==> src/rtl/cr16_mmio_responder.sv <==
// cr16_mmio_responder
// Register window on the CR16 external-memory port. Owns the 7-segment and
// LED registers the core writes. Presents synchronized switches, debounced
// push-button state and press events, and a prescaled tick timer for the
// core to read. Read data is registered so it arrives one cycle after the
// address, the same as a BRAM read.

module cr16_mmio_responder #(
   parameter logic [15:0] P_BASE_ADDRESS    = 16'hFF00,
   parameter logic [15:0] P_DEBOUNCE_CYCLES = 16'd50000,
   parameter logic [15:0] P_TICK_CYCLES     = 16'd50000
) (
   input  logic        I_CLK,
   input  logic        I_RESET,
   input  logic [15:0] I_ADDRESS,
   input  logic [15:0] I_DATA,
   input  logic        I_WRITE_ENABLE,
   output logic [15:0] O_DATA,
   input  logic [9:0]  I_SWITCHES,
   input  logic [3:0]  I_NBUTTONS,
   output logic [23:0] O_DISPLAY_BITS,
   output logic [4:0]  O_LEDS
);

   localparam logic [3:0] OFF_DISP_LO    = 4'h0;
   localparam logic [3:0] OFF_DISP_HI    = 4'h1;
   localparam logic [3:0] OFF_LEDS       = 4'h2;
   localparam logic [3:0] OFF_SWITCHES   = 4'h3;
   localparam logic [3:0] OFF_BTN_STATE  = 4'h4;
   localparam logic [3:0] OFF_BTN_EVENTS = 4'h5;
   localparam logic [3:0] OFF_TIMER      = 4'h6;

   localparam logic [15:0] DEBOUNCE_LAST = P_DEBOUNCE_CYCLES - 16'd1;
   localparam logic [15:0] TICK_LAST     = P_TICK_CYCLES - 16'd1;

   logic        hit;
   logic [3:0]  offset;
   logic        reg_write;

   logic [15:0] disp_lo;
   logic [7:0]  disp_hi;
   logic [4:0]  leds;

   logic [9:0]  sw_meta;
   logic [9:0]  sw_sync;
   logic [3:0]  btn_meta;
   logic [3:0]  btn_sync;

   logic [15:0] btn_count [4];
   logic [15:0] btn_count_next [4];
   logic [3:0]  btn_accepted;
   logic [3:0]  btn_accepted_next;
   logic [3:0]  btn_press;
   logic [3:0]  btn_events;
   logic [3:0]  btn_events_next;

   logic [15:0] timer;
   logic [15:0] prescale;

   logic [15:0] read_value;

   assign hit       = (I_ADDRESS[15:4] == P_BASE_ADDRESS[15:4]);
   assign offset    = I_ADDRESS[3:0];
   assign reg_write = I_WRITE_ENABLE && hit;

   assign O_DISPLAY_BITS = {disp_hi, disp_lo};
   assign O_LEDS         = leds;

   // Core-writable output registers: display digits and LEDs.
   always_ff @(posedge I_CLK) begin
      if (I_RESET) begin
         disp_lo <= 16'h0000;
         disp_hi <= 8'h00;
         leds    <= 5'h00;
      end else if (reg_write) begin
         if (offset == OFF_DISP_LO) disp_lo <= I_DATA;
         if (offset == OFF_DISP_HI) disp_hi <= I_DATA[7:0];
         if (offset == OFF_LEDS)    leds    <= I_DATA[4:0];
      end
   end

   // Two-flop synchronizers; buttons are inverted first so 1 means pressed
   // and the cleared reset state reads as released.
   always_ff @(posedge I_CLK) begin
      if (I_RESET) begin
         sw_meta  <= 10'h000;
         sw_sync  <= 10'h000;
         btn_meta <= 4'h0;
         btn_sync <= 4'h0;
      end else begin
         sw_meta  <= I_SWITCHES;
         sw_sync  <= sw_meta;
         btn_meta <= ~I_NBUTTONS;
         btn_sync <= btn_meta;
      end
   end

   // Debounce: a button's counter runs only while its synchronized level
   // disagrees with the accepted level; agreement (a glitch ending) clears it.
   always_comb begin
      btn_accepted_next = btn_accepted;
      btn_press         = 4'h0;
      for (int i = 0; i < 4; i++) begin
         btn_count_next[i] = 16'h0000;
         if (btn_sync[i] != btn_accepted[i]) begin
            if (btn_count[i] == DEBOUNCE_LAST) begin
               btn_accepted_next[i] = btn_sync[i];
               btn_press[i]         = btn_sync[i];
            end else begin
               btn_count_next[i] = btn_count[i] + 16'd1;
            end
         end
      end
      btn_events_next = btn_events;
      if (reg_write && (offset == OFF_BTN_EVENTS)) begin
         btn_events_next = btn_events & ~I_DATA[3:0];
      end
      btn_events_next = btn_events_next | btn_press;
   end

   // Debounce counters, accepted levels and sticky press flags.
   always_ff @(posedge I_CLK) begin
      if (I_RESET) begin
         for (int i = 0; i < 4; i++) begin
            btn_count[i] <= 16'h0000;
         end
         btn_accepted <= 4'h0;
         btn_events   <= 4'h0;
      end else begin
         for (int i = 0; i < 4; i++) begin
            btn_count[i] <= btn_count_next[i];
         end
         btn_accepted <= btn_accepted_next;
         btn_events   <= btn_events_next;
      end
   end

   // Tick timer; a core write reloads it and restarts the prescaler, and
   // takes priority over a tick landing on the same edge.
   always_ff @(posedge I_CLK) begin
      if (I_RESET) begin
         timer    <= 16'h0000;
         prescale <= 16'h0000;
      end else if (reg_write && (offset == OFF_TIMER)) begin
         timer    <= I_DATA;
         prescale <= 16'h0000;
      end else if (prescale == TICK_LAST) begin
         timer    <= timer + 16'd1;
         prescale <= 16'h0000;
      end else begin
         prescale <= prescale + 16'd1;
      end
   end

   // Read decode; misses and unmapped offsets return zero.
   always_comb begin
      read_value = 16'h0000;
      if (hit) begin
         case (offset)
            OFF_DISP_LO:    read_value = disp_lo;
            OFF_DISP_HI:    read_value = {8'h00, disp_hi};
            OFF_LEDS:       read_value = {11'h000, leds};
            OFF_SWITCHES:   read_value = {6'h00, sw_sync};
            OFF_BTN_STATE:  read_value = {12'h000, btn_accepted};
            OFF_BTN_EVENTS: read_value = {12'h000, btn_events};
            OFF_TIMER:      read_value = timer;
            default:        read_value = 16'h0000;
         endcase
      end
   end

   // Registered read data, so a same-cycle write is seen only on the next read.
   always_ff @(posedge I_CLK) begin
      if (I_RESET) begin
         O_DATA <= 16'h0000;
      end else begin
         O_DATA <= read_value;
      end
   end

endmodule
==> config.mk <==
export PLATFORM = sky130hd
export DESIGN_NAME = cr16_mmio_responder
export DESIGN_NICKNAME = d
export VERILOG_FILES = /design/src/rtl/cr16_mmio_responder.sv
export SDC_FILE = /design/constraint.sdc
export NUM_CORES = 1
export LEC_CHECK = 0
export BUFFER_PORTS_ARGS = -buffer_cell sky130_fd_sc_hd__buf_2
export CAP_MARGIN = 20
export CORE_ASPECT_RATIO = 0.6
export CORE_MARGIN = 5
export CORE_UTILIZATION = 52
export CTS_CLUSTER_SIZE = 10
export DETAILED_ROUTE_END_ITERATION = 16
export HOLD_SLACK_MARGIN = 0.05
export PLACE_DENSITY = 0.72
export SYNTH_ARGS = -nofsm -noshare
export SYNTH_HDL_FRONTEND = slang
export SYNTH_SLANG_ARGS = --single-unit
==> constraint.sdc <==
create_clock -name I_CLK -period 2.31 [get_ports I_CLK]
set_clock_uncertainty 0.1 [all_clocks]
set_input_delay 0.462 -clock I_CLK [delete_from_list [all_inputs] [get_ports I_CLK]]
set_output_delay 0.462 -clock I_CLK [all_outputs]
set_load 0.01 [all_outputs]
Word level (Yosys, flattened, before mapping)
Memory sizes are Yosys's and may differ from the RTL's.
Index checks and enable logic that the tools add are counted.
{ "classes": {"addsub": 6, "n_eq_ne": 16, "n_mux": 27, "n_bitwise": 9, "n_reduce_logical": 14} }
{ "op_table": {"columns": ["cell", "count"], "rows": [
  ["two-way mux 16 bit", 14],
  ["case mux 16 bit (7 select lines)", 1],
  ["adder 16 x 1 -> 16 bit (second input constant)", 6],
  ["== test 16 bit (second input constant)", 5],
  ["AND reduction 2 bit", 7],
  ["== test 12 bit (second input constant)", 1],
  ["== test 4 x 3 -> 1 bit (second input constant)", 3],
  ["two-way mux 1 bit", 11],
  ["== test 4 x 2 -> 1 bit (second input constant)", 2],
  ["inverter 4 bit", 2],
  ["bitwise AND 4 bit", 1],
  ["== test 4 x 1 -> 1 bit (second input constant)", 1],
  ["zero test 4 bit", 1],
  ["two-way mux 4 bit", 1],
  ["!= test 1 bit", 4],
  ["OR 1 bit", 4],
  ["OR 4 bit", 1],
  ["logical AND 1 bit", 3],
  ["OR reduction 3 bit", 1],
  ["nonzero test 2 bit", 1],
  ["OR reduction 2 bit", 1],
  ["inverter 1 bit", 1]
]} }
{ "word_totals": {"regBits": 113, "mem_bits_rw": 64, "in_bits": 49, "output_inout_bits": 45, "wordCells": 88, "n_memories": 1} }
{ "memory_table": {"columns": ["name", "depth", "width", "read_ports", "rd_ports_with_merged_regs", "write_ports", "line", "rtl"], "rows": [
  ["btn_count", 4, 16, 4, 0, 4, "49", "logic [15:0] btn_count [4];"]
]} }

Depth between registers and ports, before layout
{ "depth": {"depth_word": 5, "depth_mapped": 7, "mapped_depth_nobuf": 5} }

Worst setup path after synthesis
No wires, ideal clock.
{ "synth_path": {"path_type": "input port to flip-flop", "from": "in I_ADDRESS[5]", "to": "reg disp_lo[0]", "setup_ns": 0.072, "arrival_time_ns": 2.261, "required_time_ns": 2.138, "path_slack_ns": -0.123, "cell_stages": 6, "path_buffers": 2, "path_cell_list": "or4_1 > nor4_2 > and2_1 > clkbuf_1 > buf_2 > mux2i_1"} }
{ "synth_via": {"elab_chain_len": 3} }
{ "synth_lines": {"columns": ["item", "line", "rtl"], "rows": [
  ["start: declaration", "15", "input logic [15:0] I_ADDRESS,"],
  ["== test 12 bit", "62", "assign hit = (I_ADDRESS[15:4] == P_BASE_ADDRESS[15:4]);"],
  ["logical AND 1 bit", "64", "assign reg_write = I_WRITE_ENABLE && hit;"],
  ["AND reduction 2 bit (no line)", null, null],
  ["end signal: assignment", "72", "disp_lo <= 16'h0000;"],
  ["end signal: assignment", "76", "if (offset == OFF_DISP_LO) disp_lo <= I_DATA;"],
  ["end: declaration", "40", "logic [15:0] disp_lo;"]
]} }
No other way between the ends.
A chain may end at the register's enable or synchronous reset.

Worst setup path after layout
{ "layout_path": {"from": "reg prescale[4]", "to": "reg timer[15]"} }
{ "layout_via": {"elab_chain_len": 2} }
{ "layout_lines": {"columns": ["item", "line", "rtl"], "rows": [
  ["start: declaration", "58", "logic [15:0] prescale;"],
  ["start signal: assignment", "151", "prescale <= prescale + 16'd1;"],
  ["== test 16 bit", "147", "end else if (prescale == TICK_LAST) begin"],
  ["nonzero test 2 bit (no line)", null, null],
  ["end signal: assignment", "148", "timer <= timer + 16'd1;"],
  ["end: declaration", "57", "logic [15:0] timer;"]
]} }
No other way between the ends.

==> impl_results.md <==
- Fillers: around 1,200
- ANT nets after route: 0
- Critical path fanouts, max: 5
- Cell row count: 34
- Largest area contributor in the netlist: dfxtp_1
- Synth top area share: 0.459
- Slew margin rel.: 0.586
- Top cells by count, synth: dfxtp_1, nor2_1, nand2_1, a21oi_1, clkbuf_1
- Die ar.: around 17,000 µm²
- FF-to-FF Start: prescale[4]
- Die X: about 170 µm
- Largest net degree at the start of global routing: 54
- Actual slew at the worst max-slew pin: 0.616 ns
- Max Cap Viol: 0
- Clock Latency Late Sink: around 0.43 ns
- Drt total wl: about 21 mm
- RR Endpoint: timer[15]
- Worst r2r path cells: 4
- GPL Wtd Cong: 0.894
- Flop-to-flop setup slack: around 0.022 ns
- Hold path startpoint: I_NBUTTONS[3]
- DR vias/cell: about 5.8
- Fmax achieved: between 0.4 and 0.5 GHz
- Synth Flop Type: dfxtp_1
- Htree depth: 4
- Finish-stage setup viols: 0
- Setup WS post-layout: around 0.022 ns
- Sw frac: 0.248
- Final HPWL from detailed placement: about 15 mm
- Syn Inst Count: ~860
- Die span in y: around 100 µm
- Initial DRC Count: approximately 670
- Synth area leaders: dfxtp_1, nor2_1, xnor2_1
- Combinational power share: 0.039
- Ports: 94
- Routed length per instance: approximately 17 µm
- Hold_buf cts: 0
- Sequential-to-total area share from yosys stat: 0.459
- Post-synth cell types: a little over 60
- Clk buf depth: 2
- Tcrit/Tclk final: 0.990
- DRT Pass-1 Iters: 6
- Synth async-reset ratio: 0
- Fin crit period: 2.29 ns
- Flops & latches, synth: between 150 and 200
- Outcome: finished, final reports clean
- Seq pwr share: 0.505
- Vias post-DR: between 6,000 and 7,000
- Yosys Warn Count: 0
- Critical path endpoint category: flop
- Layout cell share with drive strength beyond 1: 0.223
- Hold worst-path end: btn_meta[3]
- RSZ-0062 raised after global routing: true
- Post-Synthesis Cell Area: 7710 µm²
- Crit start category: flop
- Setup Slack @ Placement: -0.0773 ns
- Hold Crit Class: input pin to flop
- Internal: roughly 4.6 mW
- Avg Cell Area, Syn: ~9.0 µm²
- PD cells: approximately 650 nW/µm²
- Post-route DRC: 0
- Vias in the first global route: roughly 6,400
- Setup CP Type: flop to flop
- GRT Total Usage: 0.232
- Total Nets Final: 1,034
- Count leader, synth: dfxtp_1
- Initial Util: 0.532
- Max VDD drop: 0.356 mV
- Buffers on Ports: 93
- Clk root buf: clkbuf_16
- CTS tree: done
- Hold depth: 2
- Post-Syn Nets: approximately 910
- Antenna violations before repair: 1
- First-pass GRT wire length: 33.3 mm
- Post-synth EDFFs: 0
- Switching pwr: around 1.5 mW
- Clock sink total: ~180
- Clock Power Share: 0.456
- Area delta synth->final: 21.7%
- Pleak: about 3.4 nW
- Hold slack: roughly 0.09 ns
- Max-slew violations: 0
- Core box area: 14,500 µm²
- Critical path arrival: between 2 and 3 ns
- Num CTS Buffers: 17
- Fin. Hold Viols: 0
- Required time of the critical path: roughly 2.5 ns
- Grt ovf: 0
- Worst-path clk slew: roughly 0.070 ns
[layout by cell type (no fill, tap or decap), types with 5 or more instances in the layout]
master     Yosys  routed
o31ai_1       21      21
nand3_1       37      37
a32oi_1        9       9
nor4_1        14      12
buf_4          0      51
clkbuf_16      0      17
and4_1         9       9
nor2b_1       29      29
xnor2_1       37      37
mux2i_1       20      20
ha_1           6       6
a21oi_1       49      49
nand2_1       59      59
or4_1         12      11
a311oi_1       6       5
nor2_1        96      96
buf_12         0       5
nor4b_1        6       5
a22oi_1        9       9
nand3b_1       6       6
inv_1         15      15
nor3_1        21      21
nand4_1       38      38
o21ai_0       18      18
a31o_2        14      14
buf_2          2      93
xor2_1        27      27
and3_1        13      13
dfxtp_1      177     174
or3_1          9       9
and2_1         6       6
[worst max path at each step]
stage	slack, ns	end	depth (start not counted)	start
finish	0.02	timer[15]	4	prescale[4]
global route	-0.006	timer[15]	4	prescale[4]
CTS	0.01	timer[15]	5	prescale[1]
detailed placement	-0.08	disp_lo[2]	7	I_ADDRESS[5]
global placement	-0.03	disp_lo[3]	7	I_ADDRESS[5]
floorplan	0.008	timer[6]	5	prescale[4]
[worst max-delay path, stage by stage, from the launching register on]
cell and delay [ns]:
dfxtp_2 0.33, or4b_4 0.57, or4_4 0.45, or4_1 0.52
a311oi_1 0.22
[cell type report]
cell class,count,area [µm²],share of cell area
Clock buffer,17,425,0.0453
Sequential cell,177,3550,0.378
Inverter,16,60.1,0.00640
Tap cell,198,248,0.0264
Timing Repair Buffer,149,948,0.101
Multi-Input combinational cell,618,4000,0.426
Clock inverter,15,151,0.0161
Antenna cell,1,2.50,0.000267
[what timing repair did]
item | in CTS | in global routing
buffers inserted | 0 | 1
setup endpoints to repair | 2 | 6
pin swaps | 0 | 2
resized for setup | 2 | 7
[layer usage]
layer | part of all wire | wire, µm | track usage
met1 | 0.50 | 10300 | 0.355
met3 | 0.11 | 2200 | 0.0805
met2 | 0.38 | 7830 | 0.305
met5 | 0 | 0 | 0
met4 | 0.011 | 228 | 0.0637
[logic make-up after synthesis]
kind of cell | share of synthesized area
simple gates | 0.266
flops | 0.459
compound gates | 0.126
xor+xnor | 0.0727
buf+inv | 0.0315
mux | 0.0347
fa+ha+maj | 0.00973
[registers in the layout, summed over array words and instances (netlist names), 8 cells and up]
| signal | cells |
|---|---|
| O_DATA | 16 |
| btn_count | 64 |
| disp_hi | 8 |
| disp_lo | 16 |
| prescale | 16 |
| sw_meta | 10 |
| sw_sync | 10 |
| timer | 16 |
[per-stage QoR]
| stage | TNS, ns | util | cell area (µm²) | cells | power (mW) |
|---|---|---|---|---|---|
| floorplan | 0 | - | 7730 | 857 | 3.27 |
| global placement | -0.264 | 0.603 | 8750 | 1157 | 3.40 |
| detailed placement | -0.851 | 0.603 | 8750 | 1157 | 3.40 |
| CTS | 0 | 0.644 | 9340 | 1189 | 6.15 |
| global route | -0.00615 | 0.647 | 9390 | 1191 | 6.32 |
| finish | 0 | 0.647 | 9390 | 1191 | 6.13 |
[power groups by stage]
| stage | registers, mW | logic [mW] | clock network [mW] |
|---|---|---|---|
| after global placement | 3.16 | 0.233 | 0 |
| after detailed placement | 3.16 | 0.235 | 0 |
| after global routing | 3.09 | 0.261 | 2.96 |
| after floorplan | 3.16 | 0.117 | 0 |
| final | 3.09 | 0.242 | 2.79 |
| after CTS | 3.09 | 0.236 | 2.82 |
(Power assumes the default switching activity.)
